--- config.mk ---
export PLATFORM = sky130hd
export DESIGN_NAME = ring_arbiter
export DESIGN_NICKNAME = d
export VERILOG_FILES = /design/src/rtl/ring_arbiter_pkg.sv /design/src/rtl/ring_arbiter_rr_pick.sv /design/src/rtl/ring_arbiter.sv
export SDC_FILE = /design/constraint.sdc
export NUM_CORES = 1
export LEC_CHECK = 0
export CORE_ASPECT_RATIO = 1.25
export CORE_MARGIN = 2
export CORE_UTILIZATION = 50
export CTS_CLUSTER_DIAMETER = 50
export DETAILED_ROUTE_END_ITERATION = 8
export PLACE_DENSITY = 0.89
export SYNTH_ARGS = -nofsm -noshare
export SYNTH_HDL_FRONTEND = slang
export SYNTH_SLANG_ARGS = --single-unit
--- constraint.sdc ---
create_clock -name clk -period 13.1 [get_ports clk]
set_clock_uncertainty 0.2 [all_clocks]
set_input_delay 3.93 -clock clk [delete_from_list [all_inputs] [get_ports clk]]
set_output_delay 3.93 -clock clk [all_outputs]
set_load 0.02 [all_outputs]
--- src/rtl/ring_arbiter_pkg.sv ---
// Shared types and helpers for the round-robin ring arbiter.
package ring_arbiter_pkg;

    typedef enum logic {IDLE, GRANT} arb_state_t;

    // Widest ring the helper functions handle.
    localparam int unsigned MAX_REQ = 32;
    localparam int unsigned IDX_W   = 5;

    // Binary index of the set bit of a one-hot vector; 0 for an all-zero vector.
    function automatic logic [IDX_W-1:0] onehot_to_idx(input logic [MAX_REQ-1:0] v);
        logic [IDX_W-1:0] idx;
        idx = '0;
        for (int i = 0; i < int'(MAX_REQ); i++) begin
            if (v[i]) begin
                idx = idx | IDX_W'(i);
            end
        end
        return idx;
    endfunction

    // Rotate the low n bits of v left by one, bit n-1 wrapping to bit 0.
    function automatic logic [MAX_REQ-1:0] rotl1(input logic [MAX_REQ-1:0] v, input int n);
        logic [MAX_REQ-1:0] r;
        r = '0;
        for (int i = 0; i < int'(MAX_REQ); i++) begin
            if (i < n - 1) begin
                r[i+1] = v[i];
            end else if (i == n - 1) begin
                r[0] = v[i];
            end
        end
        return r;
    endfunction

endpackage

--- src/rtl/ring_arbiter_rr_pick.sv ---
// Combinational round-robin pick: first set req at or above the one-hot ptr, wrapping.
module rr_pick #(
    parameter int unsigned NREQ = 8
) (
    input  logic [NREQ-1:0] req,
    input  logic [NREQ-1:0] ptr,
    output logic [NREQ-1:0] winner
);

    localparam int unsigned DW = 2 * NREQ;

    logic [NREQ-1:0] w_above;
    logic [DW-1:0]   w_dbl;
    logic [DW-1:0]   w_iso;

    // Lower half holds requests at/above ptr, upper half the full set for wrap-around;
    // isolating the lowest set bit of the concatenation gives the ring-order winner.
    always_comb begin
        w_above = ~(ptr - NREQ'(1));
        w_dbl   = {req, req & w_above};
        w_iso   = w_dbl & (~w_dbl + DW'(1));
        winner  = w_iso[NREQ-1:0] | w_iso[DW-1:NREQ];
    end

endmodule

--- src/rtl/ring_arbiter.sv ---
// Round-robin ring arbiter with one-hot rotating priority and a one-cycle turnaround.
// Optional grant timeout enabled by defining RING_ARBITER_TIMEOUT_EN.
module ring_arbiter
    import ring_arbiter_pkg::*;
#(
    parameter int unsigned NREQ       = 8,
    parameter int unsigned TMO_CYCLES = 255
) (
    input  logic                    clk,
    input  logic                    rst,
    input  logic                    ce,
    input  logic [NREQ-1:0]         req,
    input  logic                    ptr_ld,
    input  logic [NREQ-1:0]         ptr_d,
    output logic [NREQ-1:0]         gnt,
    output logic                    gnt_v,
    output logic [$clog2(NREQ)-1:0] gnt_idx,
    output logic [NREQ-1:0]         ptr,
    output logic                    tmo
);

    localparam int unsigned IW = $clog2(NREQ);
    localparam int unsigned TW = $clog2(TMO_CYCLES + 1);

    arb_state_t      r_state;
    arb_state_t      w_state_nxt;
    logic [NREQ-1:0] r_gnt;
    logic [NREQ-1:0] w_gnt_nxt;
    logic [NREQ-1:0] r_ptr;
    logic [NREQ-1:0] w_ptr_nxt;
    logic [NREQ-1:0] w_win;
    logic            w_own_req;
    logic [NREQ-1:0] w_rel_ptr;

`ifdef RING_ARBITER_TIMEOUT_EN
    logic [TW-1:0]   r_timer;
    logic [TW-1:0]   w_timer_nxt;
    logic            r_tmo;
    logic            w_tmo_nxt;
`else
    logic [TW-1:0]   w_unused_tmo_cycles;
    assign w_unused_tmo_cycles = TW'(TMO_CYCLES);
`endif

    rr_pick #(.NREQ(NREQ)) u_pick (
        .req    (req),
        .ptr    (r_ptr),
        .winner (w_win)
    );

    assign w_own_req = |(req & r_gnt);
    assign w_rel_ptr = NREQ'(rotl1(MAX_REQ'(r_gnt), int'(NREQ)));

    // Next-state, grant, pointer and timer decisions; everything holds when ce is low.
    always_comb begin
        w_state_nxt = r_state;
        w_gnt_nxt   = r_gnt;
        w_ptr_nxt   = r_ptr;
`ifdef RING_ARBITER_TIMEOUT_EN
        w_timer_nxt = r_timer;
        w_tmo_nxt   = 1'b0;
`endif
        if (ce) begin
            case (r_state)
                IDLE: begin
                    if (ptr_ld && $onehot(ptr_d)) begin
                        w_ptr_nxt = ptr_d;
                    end
                    if (|req) begin
                        w_gnt_nxt   = w_win;
                        w_state_nxt = GRANT;
`ifdef RING_ARBITER_TIMEOUT_EN
                        w_timer_nxt = TW'(1);
`endif
                    end else begin
                        w_gnt_nxt = '0;
                    end
                end
                GRANT: begin
                    if (!w_own_req) begin
                        w_gnt_nxt   = '0;
                        w_state_nxt = IDLE;
                        w_ptr_nxt   = w_rel_ptr;
`ifdef RING_ARBITER_TIMEOUT_EN
                        w_timer_nxt = '0;
                    end else if (r_timer == TW'(TMO_CYCLES)) begin
                        w_gnt_nxt   = '0;
                        w_state_nxt = IDLE;
                        w_ptr_nxt   = w_rel_ptr;
                        w_timer_nxt = '0;
                        w_tmo_nxt   = 1'b1;
                    end else begin
                        w_timer_nxt = r_timer + TW'(1);
`endif
                    end
                end
                default: begin
                    w_state_nxt = IDLE;
                    w_gnt_nxt   = '0;
                end
            endcase
        end
    end

    // State, grant and pointer registers with synchronous reset.
    always_ff @(posedge clk) begin
        if (rst) begin
            r_state <= IDLE;
            r_gnt   <= '0;
            r_ptr   <= NREQ'(1);
`ifdef RING_ARBITER_TIMEOUT_EN
            r_timer <= '0;
            r_tmo   <= 1'b0;
`endif
        end else begin
            r_state <= w_state_nxt;
            r_gnt   <= w_gnt_nxt;
            r_ptr   <= w_ptr_nxt;
`ifdef RING_ARBITER_TIMEOUT_EN
            r_timer <= w_timer_nxt;
            r_tmo   <= w_tmo_nxt;
`endif
        end
    end

    assign gnt     = r_gnt;
    assign ptr     = r_ptr;
    assign gnt_v   = |r_gnt;
    assign gnt_idx = IW'(onehot_to_idx(MAX_REQ'(r_gnt)));

`ifdef RING_ARBITER_TIMEOUT_EN
    assign tmo = r_tmo;
`else
    assign tmo = 1'b0;
`endif

endmodule

# --- After elaboration in Yosys (flattened, before gate mapping) ---
# Cells that the tools add are included.
totals:
  ff_bits: 17
  inputBits: 20
  out_inout_bits: 21
  elab_cells: 44
classes:
  addsub: 9
  n_eq_ne: 3
  muxes: 16
  bitwise: 7
  reduce_logical: 6
op_table:
  columns: ["operator", "n"]
  rows:
  - ["$mux 8", 4]
  - ["$pmux 8 s2", 2]
  - ["$reduce_or 8->1", 3]
  - ["$add 16x1->16 const B", 1]
  - ["$and 16x16->16", 1]
  - ["$and 8x8->8", 2]
  - ["$not 16->16", 1]
  - ["$mux 3", 4]
  - ["$add 1x1->2", 4]
  - ["$not 8->8", 1]
  - ["$or 8x8->8", 1]
  - ["$sub 8x1->8 const B", 1]
  - ["$add 2x2->3", 2]
  - ["$add 3x3->4", 1]
  - ["$eq 4x1->1 const B", 1]
  - ["$mux 2", 2]
  - ["$ne 2x2->1 const B", 2]
  - ["$mux 1", 3]
  - ["$reduce_and 3->1", 1]
  - ["$pmux 1 s2", 1]
  - ["$reduce_and 2->1", 1]
  - ["$logic_and 1x1->1", 1]
  - ["$not 1->1", 1]

# --- Logic depth before layout (Yosys ltp) ---
logic_depth:
  word_depth: 9
  depth_mapped: 15
  mapped_depth_nobuf: 14

# --- By module ---
# A second synthesis with hierarchy kept.
unflattened:
  hier_cells: 164
  hier_area_um2: 1437.6
by_module_without_submodules:
  columns: ["mod", "n_inst", "cells_per_inst", "area_each_um2", "seq_area_each_um2"]
  rows:
  - ["ring_arbiter", 1, 108, 1053.5, 340.3]
  - ["rr_pick", 1, 56, 384.1, 0.0]

# --- Worst setup path before layout ---
# No wires, ideal clock.
synth_timing:
  path_kind: "in2reg"
  start: "input ptr_d[0]"
  end: "register r_ptr[0] (netlist: ptr[0])"
  setup_time_ps: 120
  t_arrival_ps: 7030
  t_required_ps: 12780
  path_slack_ps: 5750
  path_stages: 14
  path_buffers: 1
  cell_sequence: "inv_1 fa_1 fa_1 fa_1 inv_1 ha_1 inv_1 fa_1 a211oi_1 mux2_2 nand4_1 a21o_1 buf_4 a211o_1"
synth_between:
  elab_chain_cells: 7
  elab_cells_between_ends: 9
  classes_between: "add/sub: 3; eq/ne: 2; mux: 2; reduce/logical: 2"
synth_lines:
  columns: ["element", "line_no", "text"]
  rows:
  - ["start, declared", "ring_arbiter.sv:14", "input logic [NREQ-1:0] ptr_d,"]
  - ["$add 1x1->2 (not written as such)", "ring_arbiter.sv:66", "if (ptr_ld && $onehot(ptr_d)) begin"]
  - ["$add 2x2->3 (not written as such)", "ring_arbiter.sv:66", null]
  - ["$add 3x3->4 (not written as such)", "ring_arbiter.sv:66", null]
  - ["$eq 4x1->1", "ring_arbiter.sv:66", null]
  - ["$logic_and 1x1->1", "ring_arbiter.sv:66", null]
  - ["$ne 2x2->1 (no source line)", null, null]
  - ["$reduce_and 3->1 (no source line)", null, null]
  - ["end signal, assigned", "ring_arbiter.sv:118", "r_ptr <= w_ptr_nxt;"]
  - ["end, declared", "ring_arbiter.sv:29", "logic [NREQ-1:0] r_ptr;"]
# Several ways; a longest one is shown, not always the timed one. The select of a mux whose other input is x is not followed.
# A chain may end at the register's enable or synchronous reset.

# --- Worst setup path after layout ---
# Same ends and word-level chain as after synthesis.

==> impl_metrics.json <==
{
  "hold_path_class": "reg -> reg",
  "p_comb_share_pct": 42.5,
  "grt_usage_pct": 25.82,
  "switching_power_w": 0.00005565,
  "routedWlPerCell_um": 16.03,
  "clock-sinks": 17,
  "worstPathRequired_ns": 13.08,
  "ys.flop_type": "dfxtp_1",
  "htree_levels": 1,
  "cts_resized": 0,
  "grt_setup_unrepaired": "no",
  "tns_ns": 0,
  "cp_data_arrival_time_ns": 7.72,
  "finalCritPeriodShare_pct": 59.03,
  "clk_latency_ns": 0.29,
  "dieWidth_um": 49.98,
  "yosysWarnings": 0,
  "hold_viol_final": 0,
  "power_w": 0.0001535,
  "diodes": 0,
  "leakage_nw": 0.7069,
  "area_delta_synth_final_pct": 32.95,
  "max_freq_mhz": 129.3,
  "dpl_cell_area_um2": 1729,
  "fin_nets": 227,
  "slew-limit-headroom_pct": 58.01,
  "power_frac_seq_pct": 39.2,
  "slew_viol_final": 0,
  "drtAntennaViolNets": 0,
  "synth-edff-count": 0,
  "post_cts_buffers": 0,
  "wirelength_um": 3703,
  "yosysMostFrequentCell": "inv_1",
  "vias": 1387,
  "synth_area_um2": 1321,
  "yosys-top-cells-count": "inv_1 (19), dfxtp_1 (17), nor2_1 (12), nand2_1 (11), o21ai_0 (11)",
  "root_buffer": "clkbuf_4",
  "drive_gt1_share_pct": 8.586,
  "syn_inst": 160,
  "powerDensity_nw_per_um2": 87.40,
  "cp_max_fo": 11,
  "cts_made_buffers": 3,
  "period_minus_slack_ns": 7.733,
  "portBuffers": 39,
  "irDropWorstVdd_uv": 62.68,
  "viasPerCell": 6.004,
  "ys_types": 46,
  "synth_fp_nets": 188,
  "dp_hpwl_um": 2939,
  "synth_seq_cells": 17,
  "synth_area_leaders": "dfxtp_1 (26%), fa_1 (6.1%), inv_1 (5.4%)",
  "cts_hold_buffers": 0,
  "async_flop_share_pct": 0,
  "clk_path_buf_depth": 2,
  "design.die.area_um2": 3073,
  "core-area_um2": 2477,
  "synth.top_cell.area_share_pct": 25.76,
  "avgSynthCellArea_um2": 8.258,
  "rows": 20,
  "clkPwrFrac_pct": 18.3,
  "critPathLaunchType": "primary input",
  "setup_viol": 0,
  "cts.reportedPaths.clkPinSlew_ns": 0.11,
  "io_pins": 41,
  "tightest_slew_ns": 0.6279,
  "grt_max_degree": 19,
  "cap_violations": 0,
  "drc": 0,
  "antenna_found_initial": 0,
  "grt_pass1_wl_um": 5947,
  "drt-initial-drc-count": 47,
  "grt_pass1_vias": 1405,
  "yosysTopAreaCell": "dfxtp_1",
  "nFillCells": 214,
  "initial_utilization_pct": 53.33,
  "p_int_w": 0.00009788,
  "yosysSeqAreaShare_pct": 25.76,
  "whs_ns": 0.3303,
  "routabilityCongestion": 0.9501,
  "die_height_um": 61.48,
  "grt-ovfl-total": 0,
  "cts_tree": "done",
  "dr.pass1.iters": 5,
  "fin_area_um2": 1757,
  "crit_path_end_kind": "flop",
  "swShare_pct": 36.24,
  "path_class": "in -> reg",
  "status": "finished, final reports clean"
}
[cells in the final DEF (no fill, tap or decap), types with 2 or more instances in the layout]
master            n
xnor2_1           4
nand2b_1          2
a211oi_1          7
nor3_1            3
a22oi_1           6
clkdlybuf4s50_1  39
nand4_1           4
fa_1              4
a21oi_1           8
o21ai_0          11
nand3_1           3
ha_1              4
clkbuf_4          3
dfxtp_1          17
nor2_1           12
nand2_1          11
nand3b_1          2
nor4_1            2
mux2i_1           6
and3b_1           2
mux2_2            2
inv_1            19
a32oi_1           2
or4_1             3
[flip-flops by register name, indices dropped and copies added, names as in the netlist]
| register | cells |
|---|---|
| gnt | 8 |
| r_state | 1 |
| ptr | 8 |
[routing by layer]
metal / share of wire [%] / vias up / global-route usage [%]
li1: - / 657 / -
met5: 0 / - / 0
met4: 3.1 / 0 / 15.08
met2: 53 / 67 / 49.44
met3: 5.8 / 12 / 4.369
met1: 38 / 651 / 26.61
[worst max-delay path, cell delays in order]
cell and delay [ns]:
clkdlybuf4s50_1 0.48, inv_1 0.07, fa_1 0.55, fa_1 0.42, fa_1 0.44, inv_1 0.07
ha_1 0.17, inv_1 0.06, fa_1 0.37, a211oi_1 0.22, mux2_2 0.18, nand4_1 0.10
a21o_1 0.33, a211o_1 0.33
[metrics by stage]
step           cells  worst slack (ns)  util [%]
2_1_floorplan    160             5.750         -
3_3_place_gp     227             5.193     69.80
3_5_place_dp     227             5.064     69.80
4_1_cts          231             5.383     70.91
5_1_grt          231             5.227     70.91
6_report         231             5.367     70.91
[final cells by class]
cell class	instances	area, µm²	share of cell area [%]
clock buffer	3	22.52	1.282
inverter	19	71.32	4.060
sequential	17	340.3	19.37
multi-input combinational	118	878.3	50.00
timing repair buffer	40	397.9	22.65
clock inverter	1	5.005	0.2849
tap	33	41.29	2.350
[worst paths after layout]
check,from,end,slack (ns),depth (start not counted)
max reg2reg,ptr[0],gnt[4],10.47,8
min,ptr[7],ptr[7],0.33,2
max,ptr_d[0],ptr[0],5.37,14
min reg2reg,ptr[7],ptr[7],0.33,2
[power groups by stage]
stage / clock [W] / combinational (W) / sequential [W]
after CTS: 0.0000292 / 0.0000654 / 0.0000600
after global placement: 0 / 0.0000623 / 0.0000610
final: 0.0000280 / 0.0000653 / 0.0000602
after floorplan: 0 / 0.0000391 / 0.0000630
after detailed placement: 0 / 0.0000649 / 0.0000612
after global routing: 0.0000315 / 0.0000719 / 0.0000608
[logic make-up after synthesis]
group / after synthesis / synth area share, %
simple gates: 50 / 21.12
mux: 8 / 6.250
xor+xnor: 5 / 3.314
flops: 17 / 25.76
other cells: 1 / 0.2838
fa+ha+maj: 8 / 9.849
compound gates: 46 / 25.66
buf+inv: 25 / 7.765
(Power assumes the default switching activity.)
